--- src/rtl/seq_divider_pkg.sv ---
// seq_divider_pkg
//   Shared definitions for the sequential restoring divider: FSM state
//   encodings, default operand width and the iteration-counter width.
package seq_divider_pkg;

    typedef enum logic [1:0] {
        IDLE = 2'd0,
        RUN  = 2'd1,
        FIN  = 2'd2
    } state_t;

    localparam int DIV_WIDTH = 32;

    // The counter must be able to hold WIDTH itself, hence the extra bit.
    function automatic int cnt_width(input int w);
        return $clog2(w) + 1;
    endfunction

endpackage

--- src/rtl/seq_divider_cla_sub.sv ---
// cla_sub
//   N-bit carry-lookahead subtractor: D = X + ~Y + 1.
//   Carries come from a parallel-prefix (Kogge-Stone) generate/propagate
//   tree. The carry-in of 1 is folded into the bit-0 generate term.
// Ports
//   X, Y      in   N  minuend / subtrahend
//   D         out  N  difference
//   NOBORROW  out  1  carry-out; 1 when X >= Y (unsigned)
module cla_sub
    import seq_divider_pkg::*;
#(
    parameter int N = DIV_WIDTH + 1
) (
    input  logic [N-1:0] X,
    input  logic [N-1:0] Y,
    output logic [N-1:0] D,
    output logic         NOBORROW
);

    logic [N-1:0] p;
    logic [N-1:0] g;
    logic [N-1:0] gg;
    logic [N-1:0] pp;
    logic [N-1:0] gg_n;
    logic [N-1:0] pp_n;
    logic [N-1:0] carry;

    always_comb begin
        p     = X ^ ~Y;
        g     = X & ~Y;
        gg    = g;
        gg[0] = g[0] | p[0];
        pp    = p;
        gg_n  = gg;
        pp_n  = pp;
        // After the prefix tree, gg[i] is the carry out of bit i.
        for (int d = 1; d < N; d = d * 2) begin
            gg_n = gg;
            pp_n = pp;
            for (int i = d; i < N; i++) begin
                gg_n[i] = gg[i] | (pp[i] & gg[i-d]);
                pp_n[i] = pp[i] & pp[i-d];
            end
            gg = gg_n;
            pp = pp_n;
        end
        carry    = {gg[N-2:0], 1'b1};
        D        = p ^ carry;
        NOBORROW = gg[N-1];
    end

endmodule

--- src/rtl/seq_divider.sv ---
// seq_divider
//   Sequential unsigned restoring divider, one quotient bit per clock.
//
//   state | meaning
//   IDLE  | waiting for START
//   RUN   | iterating, one quotient bit per cycle (BUSY=1)
//   FIN   | result presented, DONE=1 for this cycle, START accepted
//
// Ports
//   CLK, RST  in   1      clock (rising edge), synchronous active-high reset
//   START     in   1      request strobe, ignored while BUSY
//   A, B      in   WIDTH  dividend, divisor (sampled on accepted START)
//   BUSY      out  1      division in progress
//   DONE      out  1      one-cycle pulse, Q/R/DIVZ valid from this cycle
//   Q, R      out  WIDTH  quotient, remainder (held until next result)
//   DIVZ      out  1      divisor was zero
module seq_divider
    import seq_divider_pkg::*;
#(
    parameter int WIDTH = DIV_WIDTH
) (
    input  logic             CLK,
    input  logic             RST,
    input  logic             START,
    input  logic [WIDTH-1:0] A,
    input  logic [WIDTH-1:0] B,
    output logic             BUSY,
    output logic             DONE,
    output logic [WIDTH-1:0] Q,
    output logic [WIDTH-1:0] R,
    output logic             DIVZ
);

    localparam int            CW        = cnt_width(WIDTH);
    localparam logic [CW-1:0] LAST_ITER = CW'(WIDTH - 1);

    state_t           state_q, state_d;
    logic [CW-1:0]    cnt_q, cnt_d;
    logic [WIDTH-1:0] qreg_q, qreg_d;
    logic [WIDTH-1:0] div_q, div_d;
    logic [WIDTH:0]   rem_q, rem_d;
    logic [WIDTH-1:0] q_q, q_d;
    logic [WIDTH-1:0] r_q, r_d;
    logic             busy_q, busy_d;
    logic             done_q, done_d;
    logic             divz_q, divz_d;

    logic [WIDTH:0]   shifted;
    logic [WIDTH:0]   trial;
    logic             no_borrow;
    logic [WIDTH:0]   rem_next;
    logic [WIDTH-1:0] qreg_next;
    logic             unused_rem_msb;

    // The partial remainder stays below the divisor, so its top bit is
    // always zero between iterations; only the low WIDTH bits feed the shift.
    assign unused_rem_msb = rem_q[WIDTH];

    assign shifted = {rem_q[WIDTH-1:0], qreg_q[WIDTH-1]};

    cla_sub #(.N(WIDTH + 1)) u_sub (
        .X        (shifted),
        .Y        ({1'b0, div_q}),
        .D        (trial),
        .NOBORROW (no_borrow)
    );

    always_comb begin
        rem_next  = no_borrow ? trial : shifted;
        qreg_next = {qreg_q[WIDTH-2:0], no_borrow};

        state_d = state_q;
        cnt_d   = cnt_q;
        qreg_d  = qreg_q;
        div_d   = div_q;
        rem_d   = rem_q;
        q_d     = q_q;
        r_d     = r_q;
        divz_d  = divz_q;
        busy_d  = 1'b0;
        done_d  = 1'b0;

        case (state_q)
            RUN: begin
                qreg_d = qreg_next;
                rem_d  = rem_next;
                cnt_d  = cnt_q + 1'b1;
                if (cnt_q == LAST_ITER) begin
                    state_d = FIN;
                    done_d  = 1'b1;
                    q_d     = qreg_next;
                    r_d     = rem_next[WIDTH-1:0];
                    divz_d  = 1'b0;
                end else begin
                    busy_d  = 1'b1;
                end
            end
            default: begin
                // IDLE and FIN both accept a new request.
                state_d = IDLE;
                if (START) begin
                    if (B == '0) begin
                        state_d = FIN;
                        done_d  = 1'b1;
                        q_d     = '1;
                        r_d     = A;
                        divz_d  = 1'b1;
                    end else begin
                        state_d = RUN;
                        busy_d  = 1'b1;
                        qreg_d  = A;
                        div_d   = B;
                        rem_d   = '0;
                        cnt_d   = '0;
                    end
                end
            end
        endcase
    end

    always_ff @(posedge CLK) begin
        if (RST) begin
            state_q <= IDLE;
            cnt_q   <= '0;
            qreg_q  <= '0;
            div_q   <= '0;
            rem_q   <= '0;
            q_q     <= '0;
            r_q     <= '0;
            busy_q  <= 1'b0;
            done_q  <= 1'b0;
            divz_q  <= 1'b0;
        end else begin
            state_q <= state_d;
            cnt_q   <= cnt_d;
            qreg_q  <= qreg_d;
            div_q   <= div_d;
            rem_q   <= rem_d;
            q_q     <= q_d;
            r_q     <= r_d;
            busy_q  <= busy_d;
            done_q  <= done_d;
            divz_q  <= divz_d;
        end
    end

    assign BUSY = busy_q;
    assign DONE = done_q;
    assign Q    = q_q;
    assign R    = r_q;
    assign DIVZ = divz_q;

endmodule
--- config.mk ---
export PLATFORM = sky130hd
export DESIGN_NAME = seq_divider
export DESIGN_NICKNAME = d
export VERILOG_FILES = /design/src/rtl/seq_divider_pkg.sv /design/src/rtl/seq_divider_cla_sub.sv /design/src/rtl/seq_divider.sv
export SDC_FILE = /design/constraint.sdc
export NUM_CORES = 1
export LEC_CHECK = 0
export CAP_MARGIN = 20
export CORE_AREA = 2 2 145 147
export DETAILED_ROUTE_END_ITERATION = 7
export DIE_AREA = 0 0 147 149
export PLACE_DENSITY = 0.75
export SETUP_SLACK_MARGIN = 0.05
export SLEW_MARGIN = 25
export SYNTH_ARGS = -nofsm -noshare
export SYNTH_HDL_FRONTEND = slang
export SYNTH_HIERARCHICAL = 1
export SYNTH_SLANG_ARGS = --single-unit
--- constraint.sdc ---
create_clock -name CLK -period 6.6 [get_ports CLK]
set_clock_uncertainty 0.15 [all_clocks]
set_input_delay 0.66 -clock CLK [delete_from_list [all_inputs] [get_ports CLK]]
set_output_delay 0.66 -clock CLK [all_outputs]
set_load 0.01 [all_outputs]
* Word level (Yosys, flattened, before mapping)
Index checks and enable logic that the tools add are counted. Widths: inputs -> output; s select.
Word-level totals: input port bits 67, bits in registers 171, word-level logic and storage cells 421, output and inout port bits 67
Cells by class: add/subtract/negate cells 1, bitwise operators 366, multiplexer cells 34, reduce and logical (&&, ||, !) cells 6, equality and inequality tests 4
Operators by type and width (number):
- $mux 32 | 15
- $and 1x1->1 | 229
- $or 1x1->1 | 131
- $and 33x33->33 | 1
- $not 32->33 | 1
- $xor 33x33->33 | 1
- $logic_not 32->1 | 1
- $xor 32x32->32 | 1
- $mux 6 | 3
- $mux 1 | 12
- $mux 2 | 4
- $add 6x1->6 const B | 1
- $eq 6x5->1 const B | 1
- $reduce_and 3->1 | 2
- $reduce_bool 2->1 | 2
- $eq 2x1->1 const B | 1
- $ne 2x1->1 const B | 1
- $ne 2x2->1 const B | 1
- $not 1->1 | 2
- $reduce_and 2->1 | 1

* Depth between registers and ports, before layout
depth in word-level cells 16, depth in mapped cells 16, mapped depth without buffers 15

* By module
Netlist, hierarchy kept.
By module, submodules not included:
- seq_divider | cells each 782, area an instance 7323.3 um2, instances 1
- cla_sub | cells each 283, area an instance 1948.1 um2, instances 1

* Least setup slack after synthesis
OpenSTA, ideal clock, no wires.
kind reg2reg, from reg div_q[1], to reg r_q[12], in the netlist R[12], setup time 0.138 ns, path slack 3.312 ns, data arrival time 3.000 ns, cell stages (with the launch flop) 17, cells stage by stage dfxtp_1 -> inv_1 -> ha_1 -> nor2b_1 -> o31ai_2 -> a21oi_2 -> a41o_2 -> a211oi_2 -> o31ai_2 -> nand3_1 -> a21oi_1 -> clkbuf_1 -> buf_2 -> mux2i_1 -> nand2_1 -> o221ai_2 -> a21oi_1
Between the ends: longest elaborated chain between the ends 16
RTL lines:
- start: declaration | RTL line seq_divider.sv:40 | logic [WIDTH-1:0] div_q, div_d;
- start signal: assignment | RTL line seq_divider.sv:137 | div_q <= div_d;
- $not 32->33 (*) | RTL line seq_divider_cla_sub.sv:29, seq_divider_cla_sub.sv:30
- $and 33x33->33 | RTL line seq_divider_cla_sub.sv:30 | g = X & ~Y;
- $and 1x1->1 | RTL line seq_divider_cla_sub.sv:41 | gg_n[i] = gg[i] | (pp[i] & gg[i-d]);
- $or 1x1->1 | RTL line seq_divider_cla_sub.sv:41
- $and 1x1->1 | RTL line seq_divider_cla_sub.sv:41
- $or 1x1->1 | RTL line seq_divider_cla_sub.sv:41
- $and 1x1->1 | RTL line seq_divider_cla_sub.sv:41
- $or 1x1->1 | RTL line seq_divider_cla_sub.sv:41
- $and 1x1->1 | RTL line seq_divider_cla_sub.sv:41
- $or 1x1->1 | RTL line seq_divider_cla_sub.sv:41
- $and 1x1->1 | RTL line seq_divider_cla_sub.sv:41
- $or 1x1->1 | RTL line seq_divider_cla_sub.sv:41
- $or 1x1->1 (*) | RTL line seq_divider_cla_sub.sv:41
- net no_borrow | RTL line seq_divider.sv:50 | logic no_borrow;
- $mux 32 (*) | RTL line seq_divider.sv:69 | rem_next = no_borrow ? trial : shifted;
- $mux 32 (*) | RTL line seq_divider.sv:88 | if (cnt_q == LAST_ITER) begin
- $mux 32 (*) | RTL line seq_divider.sv:83 | case (state_q)
- end signal: assignment | RTL line seq_divider.sv:140 | r_q <= r_d;
- end: declaration | RTL line seq_divider.sv:43 | logic [WIDTH-1:0] r_q, r_d;
The timed path passes the listed nets; every way through them passes the cells marked *. The select of a mux whose other input is x is not followed. A chain may end at the register's enable or synchronous reset.

* Final worst setup path
from reg div_q[1], to reg r_q[7], in the netlist R[7]
The elaborated chain is that of the path after synthesis.

==> impl_metrics.toml <==
[run_status]
status = "finished, final reports clean"

[timing]
worst_slack_ps = 2336
slew_violations = 0
fin_tns_setup_ps = 0
max_slew_margin_pct = 31.22
holdWs_ps = 313.9
finalHoldViolations = 0
max_slew.worst_pin.slew_ps = 1028
setup_viol = 0
max_freq_mhz = 234.5
final.period_utilization_pct = 64.61
rsz0062_at_grt = "no"
finalCriticalPeriod_ps = 4264

[synth]
avgSynthCellArea_um2 = 8.714
synth_cells = 1061
yosys_warnings = 6
syn_area_um2 = 9245
syn_nets = 1163

[finish]
syn2layout_area_growth_pct = 21.18
fin_area_um2 = 11200
utilization_pct = 54.50
antennaDiodeCount = 0
stdcell_count = 1427
drive_above_1_share_pct = 10.50
nNetsFinal = 1241

[critical_path]
rr_worst_depth = 15
critPathKind = "reg -> reg"
critPathCaptureType = "register"
rrSetupSlack_ps = 2340
worstPathRequired_ps = 6720
cp_data_arrival_time_ps = 4380
timing.rr.end = "R[7]$_SDFFE_PP0P_"
r2r-start = "div_q[1]$_SDFFE_PP0P_"
crit_path_start_kind = "register"
cp_max_fo = 23

[power]
p_sw_share_pct = 26.75
power_density_nw_per_um2 = 232.3
power_frac_clock_pct = 41.0
combPwrFrac_pct = 17.1
vdd_ir_drop_max_uv = 172.9
netSwitchingPower_mw = 0.6962
internal-power_mw = 1.907
total_power_mw = 2.603
p_leak_nw = 4.249
seq_power_share_pct = 41.9

[cts]
root_buffer = "clkbuf_16"
cts_made_buffers = 17
cts_sinks = 171
ctsResizeCount = 0
cts_tree = "done"
h-tree-depth = 4
hold_buffers = 0
clock_latency_ps = 430
clk_path_buf_depth = 2
post_cts_buffers = 0
path_clk_slew_ps = 60

[placement]
port_buffers = 133
dp_cells = 1395
dp_hpwl_um = 17220
gp_congestion = 0.8366
post-place-ws_ps = 2398
placed_area_um2 = 10580

[worst_hold_path]
min_path_cells = 2
hold_class = "reg -> reg"
min_to = "R[30]$_SDFFE_PP0P_"
hp-start = "R[30]$_SDFFE_PP0P_"

[global_routing]
grt_max_degree = 85
grt_pass1_wl_um = 39700
antenna_found_initial = 0
grt_pass1_vias = 7727
gr-total-overflow = 0
grt_usage_pct = 22.32

[die]
chipHeight_um = 149
initial_core_util_pct = 44.97
std_cell_rows = 53
core_um2 = 20560
io_pins = 134
dieWidth_um = 147
dieArea_um2 = 21900

[route]
ant_nets = 0
firstDrtPassIters = 5
wirelength_um = 24470
post_drt_wl_per_cell_um = 17.15
drcViolationCount = 0
drt-vias-per-instance = 5.660
dr.first_iter.drc_count = 654
num_vias = 8077

[job]
cap_violations = 0
[sequential cells by signal, indices dropped and copies added, names as in the netlist]
register,cells
DIVZ,1
div_q,32
R,32
qreg_q,32
Q,32
cnt_q,6
DONE,1
state_q,2
BUSY,1
rem_q,32
[critical path, cell delays in order, from the launching register on]
cell and delay, ps:
dfxtp_1 380, inv_1 60, ha_1 260, nor2b_1 190
o31ai_2 110, a21oi_2 250, a41o_2 290, a211oi_2 100
o31ai_2 340, nand3_1 190, a21oi_4 810, buf_4 380
mux2i_1 300, nand2_1 100, o221ai_2 100, a21oi_1 90
[cell usage in the layout (no fill, tap or decap), drive strengths merged, types with 19 or more instances in the layout]
cell,count
a21oi,100
o2bb2ai,32
nand2,86
ha,34
nand3,43
nor3,69
nor2,119
a211oi,40
inv,43
o21ai,19
o221ai,33
clkbuf,22
dfxtp,171
clkdlybuf4s50,132
mux2i,66
[metal layers]
layer	up-vias	track usage, %	wire length [µm]
li1	3962	-	-
met1	3807	29.91	11350
met2	259	36.03	11270
met3	49	4.587	1278
met4	0	7.692	571
met5	-	0	0
[worst max-delay path by stage]
stage,end,startpoint,cells after the start
final,R[7]$_SDFFE_PP0P_,div_q[1]$_SDFFE_PP0P_,15
after CTS,R[7]$_SDFFE_PP0P_,div_q[1]$_SDFFE_PP0P_,15
after floorplan,R[12]$_SDFFE_PP0P_,div_q[1]$_SDFFE_PP0P_,16
after detailed placement,R[7]$_SDFFE_PP0P_,div_q[1]$_SDFFE_PP0P_,15
after global routing,R[6]$_SDFFE_PP0P_,div_q[1]$_SDFFE_PP0P_,15
after global placement,R[6]$_SDFFE_PP0P_,div_q[1]$_SDFFE_PP0P_,15
[layout make-up]
class | instances | area, µm²
inverters | 42 | 157.7
multi-input cells | 761 | 5224
flip-flops and latches | 171 | 3423
repair buffers | 146 | 1426
clock inverters | 10 | 163.9
fillers | 1838 | 9354
clock buffers | 22 | 464.2
well taps | 275 | 344.1
[power by group through the flow]
stage               sequential, mW  combinational, mW  clock, mW
floorplan                     1.11              0.317          0
global placement              1.11              0.429          0
detailed placement            1.11              0.436          0
CTS                           1.09              0.440       1.08
global route                  1.09              0.484       1.13
finish                        1.09              0.445       1.07
No activity file was read; power rests on OpenSTA's default activity.
==> RTL edit: new RTL, same flow settings <==
Set the package constant `DIV_WIDTH` to 24 (it was 32).
--- a/src/rtl/seq_divider_pkg.sv
+++ b/src/rtl/seq_divider_pkg.sv
@@ -11,3 +11,3 @@
 
-    localparam int DIV_WIDTH = 32;
+    localparam int DIV_WIDTH = 24;
 
Interface: changed (resized A, B, Q and R); port bits go from 134 to 102. The function was not compared with the original's and may differ.
==> RTL edit against the unedited design <==
Sequential cell count down 40. Clock power decreased by 12%. Setup slack better by 620 ps. Final cell count is 14% lower. Design area fell by 18%. Area after synthesis is 19% lower. Power is 14% lower. Die area unchanged. Routed wire length decreased by 21%. Largest power group is now clock. Highest routed layer unchanged.
==> RTL edit: results (changes against the unedited design) <==
* Status: finished, final reports clean (unchanged)
* First-pass GRT wire length at 31,400 um (was 39,700 um)
* Detail Placement HPWL at 13,600 um (was 17,200 um)
* Static Leak at 3.71 nW (was 4.25 nW)
* Net Count, Synth at 956 (was 1,163)
* Total track usage at 0.177 (was 0.223)
* Vias/cell at 5.37 (was 5.66)
* Gpl congestion at 0.894 (was 0.837)
* Net Sw Frac at 0.286 (was 0.267)
* Slowest-stage cell, CP: o311ai_2 (was a21oi_4)
* Reg2reg start: div_q[4]$_SDFFE_PP0P_ (was div_q[1]$_SDFFE_PP0P_)
* CP max stage delay at 400 ps (was 810 ps)
* Crit path DAT at 3800 ps (was 4380 ps)
* Least-Margin Pin Slew at 979 ps (was 1030 ps)
* Pre-CTS setup slack at 2880 ps (was 2400 ps)
* Vias in the first global route at 6,371 (was 7,727)
* Layout cell share with drive strength beyond 1 at 0.107 (was 0.105)
* Worst VDD drop at 0.000191 V (was 0.000173 V)
* Largest net degree at the start of global routing at 76 (was 85)
* Detailed Route WL at 19,300 um (was 24,500 um)
* Hold path start: div_q[11]$_SDFFE_PP0P_ (was R[30]$_SDFFE_PP0P_)
* CP max FO at 20 (was 23)
* Fill count at 1,984 (was 1,838)
* CTS Buffer Depth at 2 (unchanged)
* Htree depth at 4 (unchanged)
* Starting DRT DRC Count at 510 (was 654)
## RTL edit: final timing paths
check | end | slack (ps) | cells past startpoint
setup / recovery | R[14]$_SDFFE_PP0P_ | 2950 | 13
hold / removal | div_q[11]$_SDFFE_PP0P_ | 300 | 2
setup reg to reg | R[14]$_SDFFE_PP0P_ | 2950 | 13
hold reg to reg | div_q[11]$_SDFFE_PP0P_ | 300 | 2
## RTL edit: tightest hold or removal path, delay by kind of cell (launching register included)
| kind | cells | cell delay (ps) |
|---|---|---|
| flops | 1 | 300 |
| simple gates | 1 | 50 |
| mux | 1 | 50 |
## RTL edit: final cells by class
cell class                      count  area share
Clock buffer                       20      0.0496
Sequential cell                   131       0.285
Inverter                           57      0.0233
Tap cell                          275      0.0374
Multi-Input combinational cell    628       0.474
Timing Repair Buffer              110       0.117
Clock inverter                     11      0.0140
## RTL edit: metal layers
metal  GRT usage  vias to the layer above  share of wire
li1            -                     3235              -
met1       0.207                     3135           0.42
met2       0.314                      192           0.50
met3      0.0339                       52          0.041
met4      0.0793                        0          0.036
met5           0                        -              0
## RTL edit: per-stage QoR
stage / utilization / cells / hold WS [ps] / power [W] / instance area (um2)
floorplan: - / 878 / 285 / 0.00120 / 7470
global placement: 0.419 / 1201 / 293 / 0.00132 / 8620
detailed placement: 0.419 / 1201 / 299 / 0.00132 / 8620
CTS: 0.448 / 1232 / 308 / 0.00226 / 9200
global route: 0.448 / 1232 / 324 / 0.00235 / 9200
finish: 0.448 / 1232 / 305 / 0.00225 / 9200
## RTL edit: power groups by stage
stage               combinational [W]  sequential, W  clock (W)
floorplan                    0.000349       0.000854          0
finish                       0.000469       0.000845   0.000937
detailed placement           0.000461       0.000861          0
global route                 0.000515       0.000848   0.000985
global placement             0.000458       0.000860          0
CTS                          0.000464       0.000844   0.000950
